--- src/rtl/ram_access_ctrl_pkg.sv ---
// ram_access_ctrl_pkg
// Shared types for the RAM access controller: datapath widths, the FSM state
// encoding, the latched transaction record and the registered output bundle.
package ram_access_ctrl_pkg;

  localparam int ADDR_W = 4;
  localparam int DATA_W = 8;

  typedef enum logic [2:0] {
    ST_IDLE = 3'd0,
    ST_MAR  = 3'd1,
    ST_WR   = 3'd2,
    ST_RD   = 3'd3,
    ST_ACK  = 3'd4
  } state_e;

  // Transaction captured in IDLE; the requester may change its inputs afterwards.
  typedef struct packed {
    logic              prog;   // 1 = programmer owns this transaction
    logic              we;
    logic [ADDR_W-1:0] addr;
    logic [DATA_W-1:0] data;
  } txn_t;

  // Everything driven towards the RAM/MAR and the CPU handshake, except read data.
  typedef struct packed {
    logic              mar_load;
    logic              ram_we;
    logic              ram_oe;
    logic              cpu_ack;
    logic              busy;
    logic [ADDR_W-1:0] mar_addr;
    logic [DATA_W-1:0] ram_wdata;
  } out_t;

endpackage

--- src/rtl/ram_access_ctrl_if.sv ---
// ram_access_ctrl_if
// CPU control-path access handshake.
//   cpu_req   : request, held high until cpu_ack
//   cpu_we    : 1 = write, 0 = read, valid with cpu_req
//   cpu_addr  : access address
//   cpu_wdata : write data
//   cpu_ack   : one-cycle completion pulse
//   cpu_rdata : read result, held until the next read completes
// master = CPU side, slave = controller side.
interface ram_access_ctrl_if;
  import ram_access_ctrl_pkg::*;

  logic              cpu_req;
  logic              cpu_we;
  logic [ADDR_W-1:0] cpu_addr;
  logic [DATA_W-1:0] cpu_wdata;
  logic              cpu_ack;
  logic [DATA_W-1:0] cpu_rdata;

  modport master (
    output cpu_req, cpu_we, cpu_addr, cpu_wdata,
    input  cpu_ack, cpu_rdata
  );

  modport slave (
    input  cpu_req, cpu_we, cpu_addr, cpu_wdata,
    output cpu_ack, cpu_rdata
  );
endinterface

--- src/rtl/ram_access_ctrl_button_debouncer.sv ---
// button_debouncer
// Turns the raw front-panel push-button into a clean one-cycle strobe.
//   clk, rst_n : clock, asynchronous active-low reset
//   button     : raw asynchronous bouncing input
//   strobe     : one-cycle pulse on each accepted rising edge of the button
// The synchronised level must differ from the accepted level for
// DEBOUNCE_CYCLES consecutive samples before it is accepted.
module button_debouncer #(
  parameter int DEBOUNCE_CYCLES = 16
) (
  input  logic clk,
  input  logic rst_n,
  input  logic button,
  output logic strobe
);

  localparam int CW = $clog2(DEBOUNCE_CYCLES + 1);

  logic [1:0]    sync_q;
  logic          level_q;
  logic [CW-1:0] cnt_q;
  logic          strobe_q;

  // NOTE: sequential state uses non-blocking assignments so every flop samples
  // the pre-edge values of the others, exactly like the hardware.
  always_ff @(posedge clk or negedge rst_n) begin
    if (!rst_n) begin
      sync_q   <= '0;
      level_q  <= 1'b0;
      cnt_q    <= '0;
      strobe_q <= 1'b0;
    end else begin
      sync_q   <= {sync_q[0], button};
      strobe_q <= 1'b0;
      if (sync_q[1] != level_q) begin
        // Any sample equal to the accepted level clears the run below.
        if (cnt_q == CW'(DEBOUNCE_CYCLES - 1)) begin
          level_q  <= sync_q[1];
          cnt_q    <= '0;
          strobe_q <= sync_q[1];
        end else begin
          cnt_q <= cnt_q + 1'b1;
        end
      end else begin
        cnt_q <= '0;
      end
    end
  end

  assign strobe = strobe_q;

endmodule

--- src/rtl/ram_access_ctrl.sv ---
// ram_access_ctrl
// Sequencer and arbiter for the 16x8 RAM and its MAR. The front-panel
// programmer and the CPU never touch RAM controls directly; this block
// issues MAR load, RAM write and RAM output-enable strobes on their behalf.
//   clk, rst_n         : clock, asynchronous active-low reset
//   prog_mode          : 1 = programmer owns RAM, 0 = CPU owns RAM
//   addr_button        : raw programmer push-button
//   dip_addr, dip_data : programmer address and data switches
//   cpu                : CPU req/ack handshake (slave side)
//   ram_rdata          : RAM read data
//   mar_load, mar_addr : MAR load strobe and address
//   ram_we, ram_wdata  : RAM write strobe and data
//   ram_oe             : RAM output enable
//   busy               : high whenever the FSM is not idle
//   prog_count         : number of programmer writes, wrapping
module ram_access_ctrl
  import ram_access_ctrl_pkg::*;
#(
  parameter int DEBOUNCE_CYCLES = 16,
  parameter int CNT_W           = 8
) (
  input  logic              clk,
  input  logic              rst_n,
  input  logic              prog_mode,
  input  logic              addr_button,
  input  logic [ADDR_W-1:0] dip_addr,
  input  logic [DATA_W-1:0] dip_data,
  ram_access_ctrl_if.slave  cpu,
  input  logic [DATA_W-1:0] ram_rdata,
  output logic              mar_load,
  output logic [ADDR_W-1:0] mar_addr,
  output logic              ram_we,
  output logic              ram_oe,
  output logic [DATA_W-1:0] ram_wdata,
  output logic              busy,
  output logic [CNT_W-1:0]  prog_count
);

  state_e            state_q, state_d;
  txn_t              txn_q, txn_d;
  out_t              out_q, out_d;
  logic [DATA_W-1:0] cpu_rdata_q;
  logic [CNT_W-1:0]  prog_count_q;
  logic              prog_strobe;

  button_debouncer #(
    .DEBOUNCE_CYCLES(DEBOUNCE_CYCLES)
  ) u_debouncer (
    .clk    (clk),
    .rst_n  (rst_n),
    .button (addr_button),
    .strobe (prog_strobe)
  );

  // State register, transaction latch, output flops and counters.
  always_ff @(posedge clk or negedge rst_n) begin
    if (!rst_n) begin
      state_q      <= ST_IDLE;
      txn_q        <= '0;
      out_q        <= '0;
      cpu_rdata_q  <= '0;
      prog_count_q <= '0;
    end else begin
      state_q <= state_d;
      txn_q   <= txn_d;
      out_q   <= out_d;
      if (state_q == ST_RD) begin
        cpu_rdata_q <= ram_rdata;
      end
      if (state_q == ST_WR && txn_q.prog) begin
        prog_count_q <= prog_count_q + 1'b1;
      end
    end
  end

  // Next state. Requests are only looked at in IDLE, which is what keeps the
  // two owners apart and lets a mode change wait for the current transaction.
  always_comb begin
    // NOTE: every combinational output gets a default first so no path can
    // leave it unassigned and infer a latch.
    state_d = state_q;
    txn_d   = txn_q;
    unique case (state_q)
      ST_IDLE: begin
        if (prog_mode && prog_strobe) begin
          txn_d   = '{prog: 1'b1, we: 1'b1, addr: dip_addr, data: dip_data};
          state_d = ST_MAR;
        end else if (!prog_mode && cpu.cpu_req) begin
          txn_d   = '{prog: 1'b0, we: cpu.cpu_we, addr: cpu.cpu_addr, data: cpu.cpu_wdata};
          state_d = ST_MAR;
        end
      end
      ST_MAR:  state_d = txn_q.we ? ST_WR : ST_RD;
      ST_WR:   state_d = txn_q.prog ? ST_IDLE : ST_ACK;
      ST_RD:   state_d = ST_ACK;
      ST_ACK:  state_d = ST_IDLE;
      default: state_d = ST_IDLE;
    endcase
  end

  // Outputs decoded from the next state and registered, so each strobe is a
  // clean flop output that lines up with the state it belongs to.
  always_comb begin
    out_d      = '0;
    out_d.busy = (state_d != ST_IDLE);
    unique case (state_d)
      ST_MAR: begin
        out_d.mar_load = 1'b1;
        out_d.mar_addr = txn_d.addr;
      end
      ST_WR: begin
        out_d.ram_we    = 1'b1;
        out_d.ram_wdata = txn_d.data;
      end
      ST_RD:   out_d.ram_oe  = 1'b1;
      ST_ACK:  out_d.cpu_ack = 1'b1;
      default: ;
    endcase
  end

  assign mar_load      = out_q.mar_load;
  assign mar_addr      = out_q.mar_addr;
  assign ram_we        = out_q.ram_we;
  assign ram_oe        = out_q.ram_oe;
  assign ram_wdata     = out_q.ram_wdata;
  assign busy          = out_q.busy;
  assign cpu.cpu_ack   = out_q.cpu_ack;
  assign cpu.cpu_rdata = cpu_rdata_q;
  assign prog_count    = prog_count_q;

endmodule

--- src/flat_wrapper.sv ---
// flat-port wrapper written by rule: the top's interface ports become plain ports
module ram_access_ctrl_flat import ram_access_ctrl_pkg::*;
#(
  parameter int DEBOUNCE_CYCLES = 16,
  parameter int CNT_W           = 8
)
  (clk, rst_n, prog_mode, addr_button, dip_addr, dip_data, ram_rdata, mar_load, mar_addr, ram_we, ram_oe, ram_wdata, busy, prog_count, cpu_cpu_req, cpu_cpu_we, cpu_cpu_addr, cpu_cpu_wdata, cpu_cpu_ack, cpu_cpu_rdata);
  ram_access_ctrl_if cpu_i ();
  input  logic clk;
  input  logic rst_n;
  input  logic prog_mode;
  input  logic addr_button;
  input  logic [ADDR_W-1:0] dip_addr;
  input  logic [DATA_W-1:0] dip_data;
  input  logic [DATA_W-1:0] ram_rdata;
  output logic mar_load;
  output logic [ADDR_W-1:0] mar_addr;
  output logic ram_we;
  output logic ram_oe;
  output logic [DATA_W-1:0] ram_wdata;
  output logic busy;
  output logic [CNT_W-1:0] prog_count;
  input wire logic [$bits(cpu_i.cpu_req)-1:0] cpu_cpu_req;
  input wire logic [$bits(cpu_i.cpu_we)-1:0] cpu_cpu_we;
  input wire logic [$bits(cpu_i.cpu_addr)-1:0] cpu_cpu_addr;
  input wire logic [$bits(cpu_i.cpu_wdata)-1:0] cpu_cpu_wdata;
  output wire logic [$bits(cpu_i.cpu_ack)-1:0] cpu_cpu_ack;
  output wire logic [$bits(cpu_i.cpu_rdata)-1:0] cpu_cpu_rdata;
  assign cpu_i.cpu_req = cpu_cpu_req;
  assign cpu_i.cpu_we = cpu_cpu_we;
  assign cpu_i.cpu_addr = cpu_cpu_addr;
  assign cpu_i.cpu_wdata = cpu_cpu_wdata;
  assign cpu_cpu_ack = cpu_i.cpu_ack;
  assign cpu_cpu_rdata = cpu_i.cpu_rdata;
  ram_access_ctrl #(.DEBOUNCE_CYCLES(DEBOUNCE_CYCLES), .CNT_W(CNT_W)) u_core (.clk(clk), .rst_n(rst_n), .prog_mode(prog_mode), .addr_button(addr_button), .dip_addr(dip_addr), .dip_data(dip_data), .cpu(cpu_i), .ram_rdata(ram_rdata), .mar_load(mar_load), .mar_addr(mar_addr), .ram_we(ram_we), .ram_oe(ram_oe), .ram_wdata(ram_wdata), .busy(busy), .prog_count(prog_count));
endmodule
--- config.mk ---
export PLATFORM = sky130hd
export DESIGN_NAME = ram_access_ctrl_flat
export DESIGN_NICKNAME = d
export VERILOG_FILES = /design/src/rtl/ram_access_ctrl_pkg.sv /design/src/rtl/ram_access_ctrl_if.sv /design/src/rtl/ram_access_ctrl_button_debouncer.sv /design/src/rtl/ram_access_ctrl.sv /design/src/flat_wrapper.sv
export SDC_FILE = /design/constraint.sdc
export NUM_CORES = 1
export LEC_CHECK = 0
export BUFFER_PORTS_ARGS = -buffer_cell sky130_fd_sc_hd__buf_2
export CAP_MARGIN = 40
export CORE_MARGIN = 2
export CORE_UTILIZATION = 40
export DETAILED_ROUTE_END_ITERATION = 7
export PLACE_DENSITY = 0.77
export SETUP_SLACK_MARGIN = 0.02
export SLEW_MARGIN = 20
export SYNTH_ARGS = -nofsm -noshare
export SYNTH_HDL_FRONTEND = slang
export SYNTH_SLANG_ARGS = --single-unit
--- constraint.sdc ---
create_clock -name clk -period 3.7 [get_ports clk]
set_clock_uncertainty 0.05 [all_clocks]
set_input_delay 0.37 -clock clk [delete_from_list [all_inputs] [get_ports clk]]
set_output_delay 0.37 -clock clk [all_outputs]
set_load 0.005 [all_outputs]
==> metrics.cfg <==
[routing]
ant_nets = 0
routed_wl_um = 4110
post_drt_wl_per_cell_um = 13.4
drtIter0Drc = 74
drc = 0
vias = 1499
firstDrtPassIters = 4
vias_per_cell = 4.88

[min_path]
min_path_cells = 1
hold_class = primary input to flop

[sta]
relSlewSlack_pct = 49.2
drv_slew = 0
rsz0062_at_grt = false
whs_ns = 0.113
worstMarginPinSlew_ns = 0.760
fin_ws_ns = 2.13
setup-violations-final = 0
final.min_clock_period_ns = 1.57
period_share_pct = 42.4
fmax_ghz = 0.638
final_hold_viol_count = 0
timing.setup.tns_ns = 0

[pwr]
leakage_nw = 1.40
pwr_density_cell_nw_per_um2 = 606
vdd_ir_drop_max_mv = 0.348

[clocking]
holdBufCountCts = 0
cts_buffer_depth = 2
insertion_delay_ns = 0.31
cts-root-buf = clkbuf_8
cts_resized = 0
cts_setup_buffers = 0
cts_buffers = 5
tritoncts = done
cts_sinks = 55
clkTransAtPathRegs_ns = 0.09
htree_levels = 2

[run]
maxCapViolCount = 0

[synth]
syn_area_um2 = 2160
synth_top_area_share_pct = 63.6
synthArstFlopShare_pct = 100
netlist_top_cells_area = dfrtp_1, mux2_2, o2bb2ai_1
synthesis.nets = 206
synth_top_flop_cell = dfrtp_1
synth_seq_cells = 55
yosysMostFrequentCell = dfrtp_1
ys_warn_count = 0
syn_inst = 166
synthDistinctLibCells = 39
synth_commonest_cells = dfrtp_1, and3_1, mux2_2, nand2_1
yosys.area.top_type = dfrtp_1
synth_edf_count = 0
avgSynthCellArea_um2 = 13.0
synth_seq_area_share_pct = 63.6

[worst_setup_path]
endpoint_kind = flop
crit_fanout = 10
crit_chain = and2_4 > o21ai_4 > inv_2 > or3_1
crit_path_max_incr_delay_ns = 0.44
start_kind = flop
required_ns = 3.84
ff2ff_path_depth = 4
critPathTopFamily = simple AND/OR/NAND/NOR gates
cp.arrival_ns = 1.71
critPathBufInv = 1
worst-path-stages = 4
critical_path_class = flop to flop
critPathSlowestCell = dfrtp_1

[grt]
grt_pass1_wl_um = 6640
grt_max_degree = 56
grt_pass1_vias = 1474
track_usage_pct = 14.3
antenna_found_initial = 0
grt-ovfl-total = 0

[final_layout]
areaGrowthSynthToFinish_pct = 23.1
insertedDiodeCount = 0
seq_area_um2 = 1380
multi_input_area_um2 = 728
nets = 276
final.fill_count = 466
drive_gt1_share_pct = 40.1

[die]
die_width_um = 77.6
start_util_pct = 41.8
placementRows = 26
core_area_um2 = 5170
die_y_um = 77.6
ioPinCount = 71
die_area_um2 = 6020

[place]
gp_congestion = 0.752
place_ws_ns = 1.90
port_buffers = 70
hpwl_um = 2930

[run_status]
status = completed

==> report_power, final <==
part           total, mW  switching (mW)  internal [mW]
combinational      0.407           0.198          0.209
clock              0.360           0.190          0.170
sequential         0.846          0.0925          0.754
total               1.61           0.481           1.13
==> cells by family (layout without fill, tap and decap cells) <==
family          Yosys count  after routing  share of synthesized area (%)
buf+inv                  11             82                           2.77
compound gates           25             25                           9.02
fa+ha+maj                 2              2                           1.16
mux                       9              9                           4.68
xor+xnor                 10             10                           4.05
simple gates             54             54                           14.7
flops                    55             55                           63.6
==> layout make-up <==
class,count,share of cell area [%]
timing repair buffer,71,13.4
sequential,55,51.6
inverter,3,0.423
clock buffer,7,3.62
tap,70,3.29
multi-input combinational,100,27.3
clock inverter,1,0.282
==> metrics by stage <==
step / power, mW / cells / util, % / area [um2]
4_1_cts: 1.64 / 307 / 51.5 / 2670
6_report: 1.61 / 307 / 51.5 / 2670
3_5_place_dp: 1.27 / 299 / 49.5 / 2560
2_1_floorplan: 1.10 / 166 / - / 2160
3_3_place_gp: 1.26 / 299 / 49.5 / 2560
5_1_grt: 1.72 / 307 / 51.5 / 2670
==> metal layers <==
layer  share of wire, %  vias up  GRT usage, %  wire [um]
met5                  0        -             0          0
met4                2.2        0          6.96         89
met3                6.0        7          3.49        248
met2                 47       54          23.7       1910
met1                 45      714          17.7       1860
li1                   -      724             -          -
==> worst paths after layout <==
kind / from / end / slack [ns]
min in group asynchronous: rst_n / u_core.prog_count[6] / 0.12
max: u_core.u_debouncer.strobe / u_core.busy / 2.13
max reg2reg: u_core.u_debouncer.strobe / u_core.busy / 2.13
min reg2reg: u_core.u_debouncer.sync_q[0] / u_core.u_debouncer.sync_q[1] / 0.30
min: addr_button / u_core.u_debouncer.sync_q[0] / 0.11
max in group asynchronous: rst_n / u_core.txn_q[3] / 3.03
==> cells in the final DEF (no fill, tap or decap), types with 4 or more instances in the layout <==
| master | instances |
|---|---|
| dfrtp_1 | 55 |
| o2bb2ai_1 | 7 |
| nor2_1 | 7 |
| buf_2 | 70 |
| a22oi_1 | 7 |
| xor2_1 | 7 |
| and3_1 | 9 |
| nand3b_1 | 4 |
| mux2_2 | 9 |
| nand3_1 | 7 |
| nand2_1 | 8 |
| clkbuf_8 | 7 |
==> worst reg2reg max path: stages (launching register included) <==
cell and delay [ns]:
dfrtp_1 0.44, and2_4 0.21, o21ai_4 0.29, inv_2 0.10
or3_1 0.37
==> registers in the layout, summed over array words and instances, names as in the netlist, 2 cells and up <==
| signal | cells |
|---|---|
| u_core.cpu.cpu_rdata | 8 |
| u_core.txn_q | 10 |
| u_core.ram_wdata | 8 |
| u_core.prog_count | 8 |
| u_core.mar_addr | 4 |
| u_core.u_debouncer.sync_q | 2 |
| u_core.u_debouncer.cnt_q | 5 |
| u_core.state_q | 3 |
No activity file was read; power rests on OpenSTA's default activity.
